==> config.mk <==
export PLATFORM = sky130hd
export DESIGN_NAME = uart_tx_scheduler
export DESIGN_NICKNAME = d
export VERILOG_FILES = /design/src/rtl/uart_tx_scheduler.sv
export SDC_FILE = /design/constraint.sdc
export NUM_CORES = 1
export LEC_CHECK = 0
export CORE_MARGIN = 5
export CORE_UTILIZATION = 40
export CTS_BUF_LIST = sky130_fd_sc_hd__clkbuf_8
export CTS_CLUSTER_SIZE = 40
export DETAILED_ROUTE_END_ITERATION = 10
export HOLD_SLACK_MARGIN = 0.15
export PLACE_DENSITY = 0.71
export SLEW_MARGIN = 20
export SYNTH_ARGS = -nofsm -noshare
export SYNTH_HDL_FRONTEND = slang
export SYNTH_SLANG_ARGS = --single-unit
==> constraint.sdc <==
create_clock -name clk -period 1.7 [get_ports clk]
set_input_delay 0.34 -clock clk [delete_from_list [all_inputs] [get_ports clk]]
set_output_delay 0.34 -clock clk [all_outputs]
set_load 0.03 [all_outputs]
==> src/rtl/uart_tx_scheduler.sv <==
// uart_tx_scheduler
//   Shares one UART TX serializer between NUM_REQ requesters. Whole frames of
//   1..MAX_BYTES bytes are arbitrated round-robin. The granted frame is latched
//   and then fed out one byte at a time. Each byte gets a one-cycle
//   tx_data_valid pulse. After that pulse the block waits for tx_busy to rise
//   and then fall before it sends the next byte.
//
// Ports
//   clk, rst_n     clock; asynchronous active-low reset
//   req_valid      per-requester frame request, held until req_ack
//   req_data       flattened frame words; requester i owns slice i, byte 0 = LSB
//   req_len        flattened byte counts (LEN_W bits each)
//   req_ack        one-cycle pulse to the winner once its frame is latched
//   tx_busy        UART TX busy (already synchronous to clk)
//   tx_data_valid  one-cycle start pulse to UART TX
//   tx_p_data      byte presented to UART TX (0 while idle)
//   sched_busy     high from grant until the frame finishes or aborts
//   cur_grant      one-hot owner of the current frame, 0 when idle
//   err_timeout    one-cycle pulse when tx_busy fails to rise in time
module uart_tx_scheduler #(
  parameter int NUM_REQ   = 2,
  parameter int DATA_W    = 8,
  parameter int MAX_BYTES = 2,
  parameter int LEN_W     = 2,
  parameter int BUSY_TO   = 16
) (
  input  logic                              clk,
  input  logic                              rst_n,
  input  logic [NUM_REQ-1:0]                req_valid,
  input  logic [NUM_REQ*MAX_BYTES*DATA_W-1:0] req_data,
  input  logic [NUM_REQ*LEN_W-1:0]          req_len,
  output logic [NUM_REQ-1:0]                req_ack,
  input  logic                              tx_busy,
  output logic                              tx_data_valid,
  output logic [DATA_W-1:0]                 tx_p_data,
  output logic                              sched_busy,
  output logic [NUM_REQ-1:0]                cur_grant,
  output logic                              err_timeout
);

  localparam int WORD_W = MAX_BYTES * DATA_W;
  localparam int PTR_W  = (NUM_REQ > 1)   ? $clog2(NUM_REQ)   : 1;
  localparam int IDX_W  = (MAX_BYTES > 1) ? $clog2(MAX_BYTES) : 1;
  localparam int CNT_W  = (BUSY_TO > 1)   ? $clog2(BUSY_TO)   : 1;

  typedef enum logic [2:0] {
    S_IDLE,
    S_LOAD,
    S_SEND,
    S_WAIT_HI,
    S_WAIT_LO
  } state_t;

  state_t              state_q, state_d;
  logic [PTR_W-1:0]    ptr_q, ptr_d;
  logic [NUM_REQ-1:0]  grant_q, grant_d;
  logic [WORD_W-1:0]   word_q, word_d;
  logic [LEN_W-1:0]    len_q, len_d;
  logic [IDX_W-1:0]    idx_q, idx_d;
  logic [CNT_W-1:0]    cnt_q, cnt_d;

  // Unpacked views of the flattened request buses and of the latched frame.
  logic [WORD_W-1:0]   req_word [NUM_REQ];
  logic [LEN_W-1:0]    req_len_arr [NUM_REQ];
  logic [DATA_W-1:0]   frame_byte [MAX_BYTES];

  for (genvar gi = 0; gi < NUM_REQ; gi++) begin : g_req
    assign req_word[gi]    = req_data[gi*WORD_W +: WORD_W];
    assign req_len_arr[gi] = req_len[gi*LEN_W +: LEN_W];
  end

  for (genvar gi = 0; gi < MAX_BYTES; gi++) begin : g_byte
    assign frame_byte[gi] = word_q[gi*DATA_W +: DATA_W];
  end

  // Round-robin search. It starts one past the last winner, so the most
  // recently served requester is checked last.
  logic             win_found;
  logic [PTR_W-1:0] win_idx;
  logic [LEN_W-1:0] win_len;

  always_comb begin
    win_found = 1'b0;
    win_idx   = ptr_q;
    for (int k = 1; k <= NUM_REQ; k++) begin
      if (!win_found && req_valid[PTR_W'((int'(ptr_q) + k) % NUM_REQ)]) begin
        win_found = 1'b1;
        win_idx   = PTR_W'((int'(ptr_q) + k) % NUM_REQ);
      end
    end
    win_len = req_len_arr[win_idx];
  end

  // Next-state logic and the strobe outputs.
  always_comb begin
    state_d       = state_q;
    ptr_d         = ptr_q;
    grant_d       = grant_q;
    word_d        = word_q;
    len_d         = len_q;
    idx_d         = idx_q;
    cnt_d         = cnt_q;
    tx_data_valid = 1'b0;
    err_timeout   = 1'b0;

    case (state_q)
      S_IDLE: begin
        idx_d = '0;
        if (win_found && !tx_busy) begin
          state_d = S_LOAD;
          ptr_d   = win_idx;
          grant_d = NUM_REQ'(1) << win_idx;
          word_d  = req_word[win_idx];
          // Oversized lengths are clamped here, so the send loop never runs past the buffer.
          len_d   = (win_len > LEN_W'(MAX_BYTES)) ? LEN_W'(MAX_BYTES) : win_len;
        end
      end
      S_LOAD: begin
        state_d = (len_q == '0) ? S_IDLE : S_SEND;
      end
      S_SEND: begin
        tx_data_valid = 1'b1;
        cnt_d         = '0;
        state_d       = S_WAIT_HI;
      end
      S_WAIT_HI: begin
        if (tx_busy) begin
          state_d = S_WAIT_LO;
        end else if (cnt_q == CNT_W'(BUSY_TO - 1)) begin
          // The TX never started. Drop the rest of this frame and keep the pointer so fairness holds.
          err_timeout = 1'b1;
          state_d     = S_IDLE;
        end else begin
          cnt_d = cnt_q + CNT_W'(1);
        end
      end
      S_WAIT_LO: begin
        if (!tx_busy) begin
          if ((LEN_W'(idx_q) + LEN_W'(1)) < len_q) begin
            idx_d   = idx_q + IDX_W'(1);
            state_d = S_SEND;
          end else begin
            state_d = S_IDLE;
          end
        end
      end
      default: state_d = S_IDLE;
    endcase
  end

  always_ff @(posedge clk or negedge rst_n) begin
    if (!rst_n) begin
      state_q <= S_IDLE;
      ptr_q   <= PTR_W'(NUM_REQ - 1);
      grant_q <= '0;
      word_q  <= '0;
      len_q   <= '0;
      idx_q   <= '0;
      cnt_q   <= '0;
    end else begin
      state_q <= state_d;
      ptr_q   <= ptr_d;
      grant_q <= grant_d;
      word_q  <= word_d;
      len_q   <= len_d;
      idx_q   <= idx_d;
      cnt_q   <= cnt_d;
    end
  end

  // The outputs are decoded from registered state. An asynchronous reset therefore clears them at once.
  assign sched_busy = (state_q != S_IDLE);
  assign cur_grant  = sched_busy ? grant_q : '0;
  assign req_ack    = (state_q == S_LOAD) ? grant_q : '0;
  assign tx_p_data  = (state_q == S_SEND || state_q == S_WAIT_HI || state_q == S_WAIT_LO)
                      ? frame_byte[idx_q] : '0;

endmodule

==> run summary, run 1 <==
syn_area_per_cell -> 10.1 um^2
final instance area -> 2660 um^2
number of distinct library cells after synthesis -> 39
slowest cell delay on critical path -> 0.39 ns
Area Growth Syn to Fin -> 53.2%
Most Frequent Cell on Critical Path -> buf_6
Seq/Total Area, Yosys -> 41.9%
crit path time final -> 1.79 ns
CP startpoint kind -> flip-flop
vias post-DR -> 1583
Worst Tran Pin Value -> 0.316 ns
residual DRC count -> 0
crit path launch -> state_q[1]
Slew headroom -> 78.7%
pwr/cell area -> 1810 nW/um^2
Post-synth ARST share -> 100%
TritonCTS Buffers -> 5
Clock Latency Late Sink -> 0.28 ns
drt pass-1 iters -> 4
Final period util -> 105%
max cap viols -> 0
GPL Wtd Cong -> 0.722
Critical Path RT -> 1.36 ns
RSZ-0062 raised after global routing -> yes
clock-pin slew on the worst setup and hold paths -> 0.06 ns
sequential cell area -> 727 um^2
Max Slew Vio Count -> 0
WL final -> 4320 um
maximum number of pins on one net before global-route repair -> 36
endpoint class of the critical path -> output port
die width -> 75.8 um
vias per inst -> 5.29
std cell rows -> 24
ys flop type -> dfrtp_1
failing checks -> setup timing
Synth Cell Area -> 1730 um^2
HPWL Detailed -> 2830 um
footprint of the multi-input gates -> 978 um^2
CTS tree -> built
Synth Register Bits -> 29
HP Class -> in2async
critical path arrival -> 1.45 ns
Final Setup Violations -> 11
worst-path fanout max -> 8
Ports -> 56
fmax -> 558 MHz
GRT overflow -> 0
layout cells sized above 1 -> 29.1%
clk root buf -> clkbuf_8
Starting Density -> 40.4%
Ys Warns -> 0
Post-synth EDFFs -> 0
CTS Buffer Depth -> 2
reg2reg start -> state_q[1]
Setup CP Type -> reg2out
clock sink count -> 29
leakage power -> 0.00114 uW
Die Y -> 75.8 um
syn_nets -> 214
status -> finished, violations left
Final nets -> 289
cells along the critical path -> buf_6 > nor2b_4 > a21oi_2 > buf_6 > nor2_2 > buf_6
Worst Clk Skew -> 0.00715 ns
total power -> 4820 uW
Setup WS post-layout -> -0.0914 ns
1st-iter DRT viols -> 108
GRT Total Usage -> 16.4%
initial antenna violation count -> 0
synth top area cells -> dfrtp_1 40%, mux2i_1 16%, a31oi_1 6.9%
slowest stage cell, crit path -> dfrtp_1
# fillers -> 388
Final ANT Viol Nets -> 0
Core Area -> 4290 um^2
post-synth top area share -> 40.4%
n_diodes -> 0
input/output buffers -> 54
post-place instance area -> 2380 um^2
Synth area leader -> dfrtp_1
first-pass GRT wire length -> 7030 um
vias in the first global route -> 1545
DIE AREA -> 5750 um^2
Worst VDD drop -> 0.000690 V
Final Hold Viols -> 0
synthesized instance count -> 171
# H-tree levels -> 2
wire per inst -> 14.4 um
==> sequential cells by signal, indices dropped and copies added (netlist names) <==
name and count:
grant_q 2, word_q 16, ptr_q 1, cnt_q 4
state_q 3, len_q 2, idx_q 1
==> through the flow <==
stage               std cells  TNS (ns)  hold slack [ns]  util (%)  worst slack, ns
global placement          278    -0.716            0.517      55.5           -0.150
CTS                       294    -0.832            0.419      60.8          -0.0911
finish                    299    -0.859            0.421      61.9          -0.0914
detailed placement        278     -1.09            0.527      55.5           -0.167
floorplan                 171    -0.262           0.0444         -          -0.0327
global route              299     -1.53            0.428      61.9           -0.145
==> cell usage after synthesis, types with 2 or more instances <==
library cell and instances:
dfrtp_1 28, mux2i_1 27, a21oi_1 20, a31oi_1 19, nor2_1 12, buf_2 5
nand2_1 5, nand2b_1 4, and3_1 3, buf_4 3, buf_6 3, clkbuf_1 3
o211ai_1 3, o21ai_0 3, and2_1 2, ha_1 2, inv_1 2, mux2_4 2
nand3b_1 2, nand4b_1 2, nor2b_1 2, or3_1 2
==> critical path: cells and delay by family (launching register included) <==
| family | cells | cell delay [ns] |
|---|---|---|
| and+or+nand+nor | 2 | 0.18 |
| buffers and inverters | 3 | 0.47 |
| AOI/OAI and AO/OA | 1 | 0.12 |
| DFF | 1 | 0.39 |
==> worst paths after layout <==
kind | end | slack, ns | cells past startpoint
max in group asynchronous | ptr_q | 1.05 | 2
worst max register to register | state_q[1] | 0.08 | 5
worst max-delay path | tx_p_data[5] | -0.09 | 6
min in group clk | grant_q[0] | 0.54 | 1
worst min register to register | grant_q[0] | 0.54 | 1
worst min-delay path | word_q[7] | 0.42 | 2
==> cell type report <==
cell class / count / share of cell area, %
Multi-Input combinational cell: 126 / 36.8
Clock inverter: 3 / 0.659
Clock buffer: 5 / 2.59
Sequential cell: 29 / 27.4
Tap cell: 52 / 2.45
Inverter: 2 / 0.283
Timing Repair Buffer: 82 / 29.8
==> kinds of logic (layout without fill, tap and decap cells) <==
logic type / after synthesis / in the layout / share of synthesized area [%]
AND/OR/NAND/NOR: 41 / 41 / 13.9
multiplexers: 30 / 30 / 18.0
buffers and inverters: 16 / 92 / 5.77
flip-flops: 29 / 29 / 41.9
XOR/XNOR: 2 / 2 / 1.01
adder cells (fa/ha/maj): 2 / 2 / 1.44
AO/OA/AOI/OAI: 51 / 51 / 18.0
==> layout by cell type (no fill, tap or decap), types with 5 or more instances in the layout <==
cell             count
clkbuf_8             5
nor2_2               6
dfrtp_1             28
a21oi_1             19
clkdlybuf4s50_1     38
buf_4               26
mux2i_1             27
a31oi_1             19
nand2_1              5
buf_6               10
==> what timing repair did <==
item                                    4_1_cts  5_1_grt
resized for setup                            42        2
buffers inserted                              8        5
cloned                                        0        0
pin swaps                                     2        0
hold buffers                                  0        0
endpoints found under the setup margin       14       13
==> power by group <==
part	internal (uW)	leakage [uW]	switching (uW)
Clock	282	0.0000439	274
Combinational	1440	0.000758	1640
Sequential	1000	0.000341	176
Total	2720	0.00114	2090
==> routing by layer <==
metal	track usage [%]	part of all wire (%)	up-vias
li1	-	-	781
met1	19.6	41	742
met2	26.6	49	52
met3	6.60	9.4	8
met4	5.83	1.4	0
met5	0	0	-
Power figures use the tool's default switching activity.
==> run 2, diff against run 1 <==
- CAP_MARGIN: unset -> 0
- SETUP_SLACK_MARGIN: unset -> 0.05
==> run summary, run 2 (synthesis gave the netlist of run 1 again) <==
WL final -> 4250 um (-1.5%)
TritonCTS Buffers -> 5 (unchanged)
biggest regs -> word_q (16), cnt_q (4), state_q (3)
GPL Wtd Cong -> 0.803 (+11%)
Ports -> 56 (unchanged)
status -> finished, violations left
max reg flops -> 16 (unchanged)
reg2reg start -> state_q[1]
footprint of the multi-input gates -> 1010 um^2 (+2.8%)
fmax -> 566 MHz (+1.4%)
critical path arrival -> 1.43 ns (-0.02 ns)
Core Area -> 4290 um^2 (unchanged)
Max Slew Vio Count -> 0 (unchanged)
worst-path fanout max -> 17 (+9)
Reg with most FFs -> word_q
crit path launch -> state_q[0]
Starting Density -> 40.4% (unchanged)
CTS Buffer Depth -> 2 (unchanged)
RSZ-0062 raised after global routing -> yes
input/output buffers -> 54 (unchanged)
Final Util -> 62.5% (+0.67 points)
initial antenna violation count -> 0 (unchanged)
Final ANT Viol Nets -> 0 (unchanged)
1st-iter DRT viols -> 100 (-7.4%)
clock sink count -> 29 (unchanged)
Worst Tran Pin Value -> 0.412 ns (+0.0963 ns)
Setup WS post-layout -> -0.0660 ns (+0.0254 ns)
HPWL Detailed -> 3020 um (+6.8%)
residual DRC count -> 0 (unchanged)
Worst Clk Skew -> 0.00732 ns (+0.000166 ns)
die width -> 75.8 um (unchanged)
drt pass-1 iters -> 4 (unchanged)
std cell rows -> 24 (unchanged)
Setup TNS -> -0.511 ns (+0.348 ns)
Slew headroom -> 72.4% (-6.3 points)
Final Hold Viols -> 0 (unchanged)
CTS tree -> built
# H-tree levels -> 2 (unchanged)
Clock Latency Late Sink -> 0.28 ns (about the same)
pre-CTS setup slack -> -0.175 ns (-0.00717 ns)
Final period util -> 104% (-1.5 points)
clock-pin slew on the worst setup and hold paths -> 0.06 ns (about the same)
GRT Total Usage -> 16.0% (-0.43 points)
Worst VDD drop -> 0.000761 V (+10%)
HP Class -> in2async
maximum number of pins on one net before global-route repair -> 35 (-2.8%)
R2R cell count -> 5 (unchanged)
vias per inst -> 5.27 (-0.53%)
commonest non-fill, non-tap cells in the layout -> 38 x clkdlybuf4s50_1, 28 x dfrtp_1, 25 x mux2i_1
pwr/cell area -> 1840 nW/um^2 (+1.3%)
max cap viols -> 0 (unchanged)
first-pass GRT wire length -> 6940 um (-1.3%)
Final Setup Violations -> 10 (-1)
worst hold slack -> 0.360 ns (-0.0618 ns)
wire per inst -> 14.3 um (-0.84%)
DIE AREA -> 5750 um^2 (unchanged)
layout cells sized above 1 -> 30.6% (+1.5 points)
CP startpoint kind -> flip-flop
leakage power -> 0.00115 uW (+0.62%)
vias post-DR -> 1564 (-1.2%)
reg2reg end -> state_q[1]
vias in the first global route -> 1529 (-1.0%)
# fillers -> 376 (-3.1%)
n_diodes -> 0 (unchanged)
Critical Path RT -> 1.36 ns (about the same)
Setup CP Type -> reg2out
Final nets -> 287 (-0.69%)
GRT overflow -> 0 (unchanged)
clk root buf -> clkbuf_8
Area Growth Syn to Fin -> 54.8%
Setup crit end -> tx_p_data[1]
crit path time final -> 1.77 ns (-0.0254 ns)
Die Y -> 75.8 um (unchanged)
endpoint class of the critical path -> output port
most common library cell in the layout ignoring fill and taps -> clkdlybuf4s50_1
r2r setup slk -> 0.14 ns (+0.06 ns)
sequential cell area -> 727 um^2 (unchanged)
failing checks -> setup timing
run 2: changes by cell type in the layout (fill, tap and decap cells not counted), moves of 2 or more:
cell      delta
inv_1        +2
and2_2       +2
mux2i_2      +2
buf_6        +6
mux2i_1      -2
and2_1       -2
clkinv_2     -2
buf_4        -6
and3_4       +2
and3_1       -2
run 2: metrics by stage:
stage | instances | total power [uW] | area, um^2
floorplan | 171 | 2940 | 1740
global placement | 278 | 3820 | 2370
detailed placement | 278 | 3860 | 2370
CTS | 292 | 4840 | 2620
global route | 297 | 5290 | 2690
finish | 297 | 4930 | 2690
run 2: metal layers:
metal | wire length [um] | vias to the layer above | track usage [%]
met5 | 0 | - | 0
met2 | 2090 | 45 | 25.8
met3 | 373 | 2 | 5.67
met4 | 22 | 0 | 3.50
met1 | 1760 | 740 | 20.6
li1 | - | 777 | -
run 2: area by class of cell:
type / count / area share [%]
Timing Repair Buffer: 80 / 29.4
Clock buffer: 6 / 3.08
Clock inverter: 2 / 0.280
Sequential cell: 29 / 27.1
Tap cell: 52 / 2.42
Multi-Input combinational cell: 126 / 37.5
Inverter: 2 / 0.280
run 2: worst min path at each step:
stage	cells after the start	startpoint	to
floorplan	0	rst_n	cnt_q[0]
detailed placement	1	grant_q[0]	grant_q[0]
global placement	2	word_q[0]	word_q[0]
global route	1	rst_n	cnt_q[1]
CTS	1	rst_n	cnt_q[1]
finish	1	rst_n	cnt_q[1]
run 2: power breakdown:
| group | switching [uW] | internal, uW |
|---|---|---|
| Clock | 253 | 317 |
| Sequential | 192 | 1000 |
| Combinational | 1650 | 1520 |
run 2: repair_timing:
item	CTS	global route
endpoints found under the setup margin	15	14
setup buffers	6	4
resized for setup	49	8
gates cloned	0	1
pin swaps	3	1
hold buffers	0	0
run 2: critical path, cell delays in order (launching register included):
cell	delay [ns]
dfrtp_1	0.38
buf_6	0.17
nor2_4	0.10
a21oi_2	0.07
buf_6	0.15
nor2_2	0.14
buf_6	0.14
==> run 3, diff against run 2 <==
- ABC_AREA: unset -> 1
- CAP_MARGIN: 0 -> unset
==> run summary, run 3 <==
most instantiated cells after synthesis -> 129 x nand2_1, 31 x nor2_1, 28 x dfrtp_1, 28 x inv_1, 13 x o21ai_0
fmax -> 557 MHz (-1.6%)
commonest non-fill, non-tap cells in the layout -> 125 x nand2_1, 39 x clkdlybuf4s50_1, 26 x inv_1
Die Y -> 76.3 um (+0.65%)
biggest regs -> word_q (16), cnt_q (4), state_q (3)
max reg flops -> 16 (unchanged)
layout cells sized above 1 -> 23.3% (-7.3 points)
r2r setup slk -> 0.06 ns (-0.08 ns)
worst path bufs/invs -> 4 (+1)
vias post-DR -> 1828 (+17%)
pwr/cell area -> 1470 nW/um^2 (-20%)
Slew headroom -> 75.4% (+3.0 points)
max cap viols -> 0 (unchanged)
Setup TNS -> -0.673 ns (-0.162 ns)
worst-path fanout max -> 6 (-11)
1st-iter DRT viols -> 40 (-60%)
std cell rows -> 24 (unchanged)
clock sink count -> 29 (unchanged)
maximum number of pins on one net before global-route repair -> 30 (-14%)
dpl cells -> 377 (+36%)
RSZ-0062 raised after global routing -> yes
top-count cell post-synth -> nand2_1
die width -> 76.3 um (+0.65%)
syn_nets -> 312 (+46%)
clock-pin slew on the worst setup and hold paths -> 0.06 ns (about the same)
Final period util -> 106% (+1.7 points)
input/output buffers -> 54 (unchanged)
n_diodes -> 0 (unchanged)
endpoint class of the critical path -> output port
CTS tree -> built
TritonCTS Buffers -> 5 (unchanged)
status -> finished, violations left
leakage power -> 0.00144 uW (+25%)
most common library cell in the layout ignoring fill and taps -> nand2_1
CP startpoint kind -> flip-flop
Final nets -> 389 (+36%)
Setup WS post-layout -> -0.0944 ns (-0.0285 ns)
Post-synth ARST share -> 100% (unchanged)
vias in the first global route -> 1676 (+9.6%)
Most Frequent Cell on Critical Path -> buf_6
GRT Total Usage -> 15.5% (-0.44 points)
syn_area_per_cell -> 6.54 um^2 (-35%)
Worst Tran Pin Value -> 0.368 ns (-0.0445 ns)
failing checks -> setup timing
Max Slew Vio Count -> 0 (unchanged)
critical path arrival -> 1.45 ns (+0.02 ns)
DRT met1 WL -> 2000 um (+13%)
GPL Wtd Cong -> 0.861 (+7.3%)
Worst VDD drop -> 0.000694 V (-8.7%)
slowest stage cell, crit path -> dfrtp_2
number of distinct library cells after synthesis -> 25 (-36%)
Clock Latency Late Sink -> 0.28 ns (about the same)
Seq/Total Area, Yosys -> 41.3% (-0.63 points)
CTS Buffer Depth -> 2 (unchanged)
max layer used -> met4
# H-tree levels -> 2 (unchanged)
post-synth top area share -> 39.8% (-0.60 points)
footprint of the multi-input gates -> 987 um^2 (-1.9%)
Worst Clk Skew -> 0.00504 ns (-0.00228 ns)
WL final -> 4690 um (+10%)
drt pass-1 iters -> 4 (unchanged)
wire per inst -> 11.7 um (-18%)
worst hold slack -> 0.416 ns (+0.0559 ns)
post-place instance area -> 2400 um^2 (+1.3%)
first-pass GRT wire length -> 7330 um (+5.6%)
sequential cell area -> 731 um^2 (+0.52%)
Ys Warns -> 0 (unchanged)
reg2reg start -> state_q[1]
Final Setup Violations -> 13 (+3)
Reg with most FFs -> word_q
DIE AREA -> 5830 um^2 (+1.3%)
Largest delay share family, worst path -> flip-flops
Setup CP Type -> reg2out
Post-synth EDFFs -> 0 (unchanged)
Final ANT Viol Nets -> 0 (unchanged)
cells along the critical path -> buf_6 > nor2_4 > nand2_4 > buf_6 > inv_8 > nor2_4 > buf_6
metal2 WL -> 2300 um (+10%)
Synth Register Bits -> 29 (unchanged)
GRT overflow -> 0 (unchanged)
met3 wire length -> 308 um (-17%)
cts hold-fix bufs -> 0 (unchanged)
initial antenna violation count -> 0 (unchanged)
synth top area cells -> dfrtp_1 40%, nand2_1 28%, nor2_1 6.6%
HP Class -> in2async
reg2reg end -> word_q[0]
HPWL Detailed -> 3150 um (+4.1%)
R2R cell count -> 9 (+4)
final instance area -> 2810 um^2 (+4.6%)
total power -> 4120 uW (-16%)
synthesized instance count -> 269 (+57%)
Core Area -> 4320 um^2 (+0.70%)
Critical Path RT -> 1.36 ns (about the same)
clk root buf -> clkbuf_8
crit path time final -> 1.79 ns (+0.0285 ns)
Synth area leader -> dfrtp_1
Final Hold Viols -> 0 (unchanged)
Synth Cell Area -> 1760 um^2 (+1.5%)
slowest cell delay on critical path -> 0.48 ns (+0.10 ns)
Ports -> 56 (unchanged)
Starting Density -> 40.7% (+0.33 points)
vias per inst -> 4.58 (-13%)
Post-Layout Cell Count -> 399 (+34%)
residual DRC count -> 0 (unchanged)
Area Growth Syn to Fin -> 59.6%
ys flop type -> dfrtp_1
# fillers -> 404 (+7.4%)
run 3: changes by cell type after synthesis, sizes merged, moves of 4 or more:
cell / previous run / this run
nand3: 0 / 7
nand2b: 4 / 0
buf: 11 / 7
a21oi: 20 / 9
nor2: 13 / 33
inv: 2 / 29
mux2i: 27 / 0
a31oi: 19 / 0
o21ai: 3 / 13
nand2: 6 / 132
run 3: how the worst max path moves through the flow:
stage                      start      endpoint  cells past startpoint  slack, ns
finish                state_q[1]  cur_grant[1]                      7      -0.09
detailed placement  req_valid[0]    grant_q[1]                      7      -0.06
CTS                   state_q[2]  tx_p_data[4]                      5      -0.06
floorplan             state_q[1]  tx_p_data[0]                      3       0.06
global placement    req_valid[0]     word_q[0]                      8      -0.04
global route          state_q[1]  cur_grant[1]                      7      -0.14
run 3: through the flow:
step	util [%]	worst slack [ns]
2_1_floorplan	-	0.0577
3_3_place_gp	55.6	-0.0433
3_5_place_dp	55.6	-0.0566
4_1_cts	62.0	-0.0589
5_1_grt	65.0	-0.139
6_report	65.0	-0.0944
run 3: power breakdown:
group	internal (uW)	total, uW	switching (uW)
logic	955	2220	1260
registers	986	1160	178
clock network	471	737	266
total	2410	4120	1710
run 3: per-layer routing:
layer | GRT usage, % | vias up
met5 | 0 | -
met4 | 6.64 | 0
met3 | 4.85 | 7
met2 | 26.4 | 42
met1 | 17.8 | 811
li1 | - | 968
run 3: final cells by class:
class,instances,share of cell area (%)
Inverter,29,4.23
Clock buffer,6,2.94
Clock inverter,2,1.20
Sequential cell,29,26.0
Multi-Input combinational cell,204,35.1
Tap cell,52,2.32
Timing Repair Buffer,77,28.2
run 3: kinds of logic (layout without fill, tap and decap cells):
group / Yosys count / count (layout) / share of synthesized area (%)
buffers and inverters: 36 / 114 / 8.95
adder cells (fa/ha/maj): 2 / 2 / 1.42
AO/OA/AOI/OAI: 24 / 24 / 7.11
AND/OR/NAND/NOR: 178 / 178 / 41.2
flip-flops: 29 / 29 / 41.3
run 3: what timing repair did:
item | in CTS | in global routing
buffers inserted | 7 | 7
setup endpoints to repair | 15 | 14
pin swaps | 7 | 6
resized for setup | 33 | 21
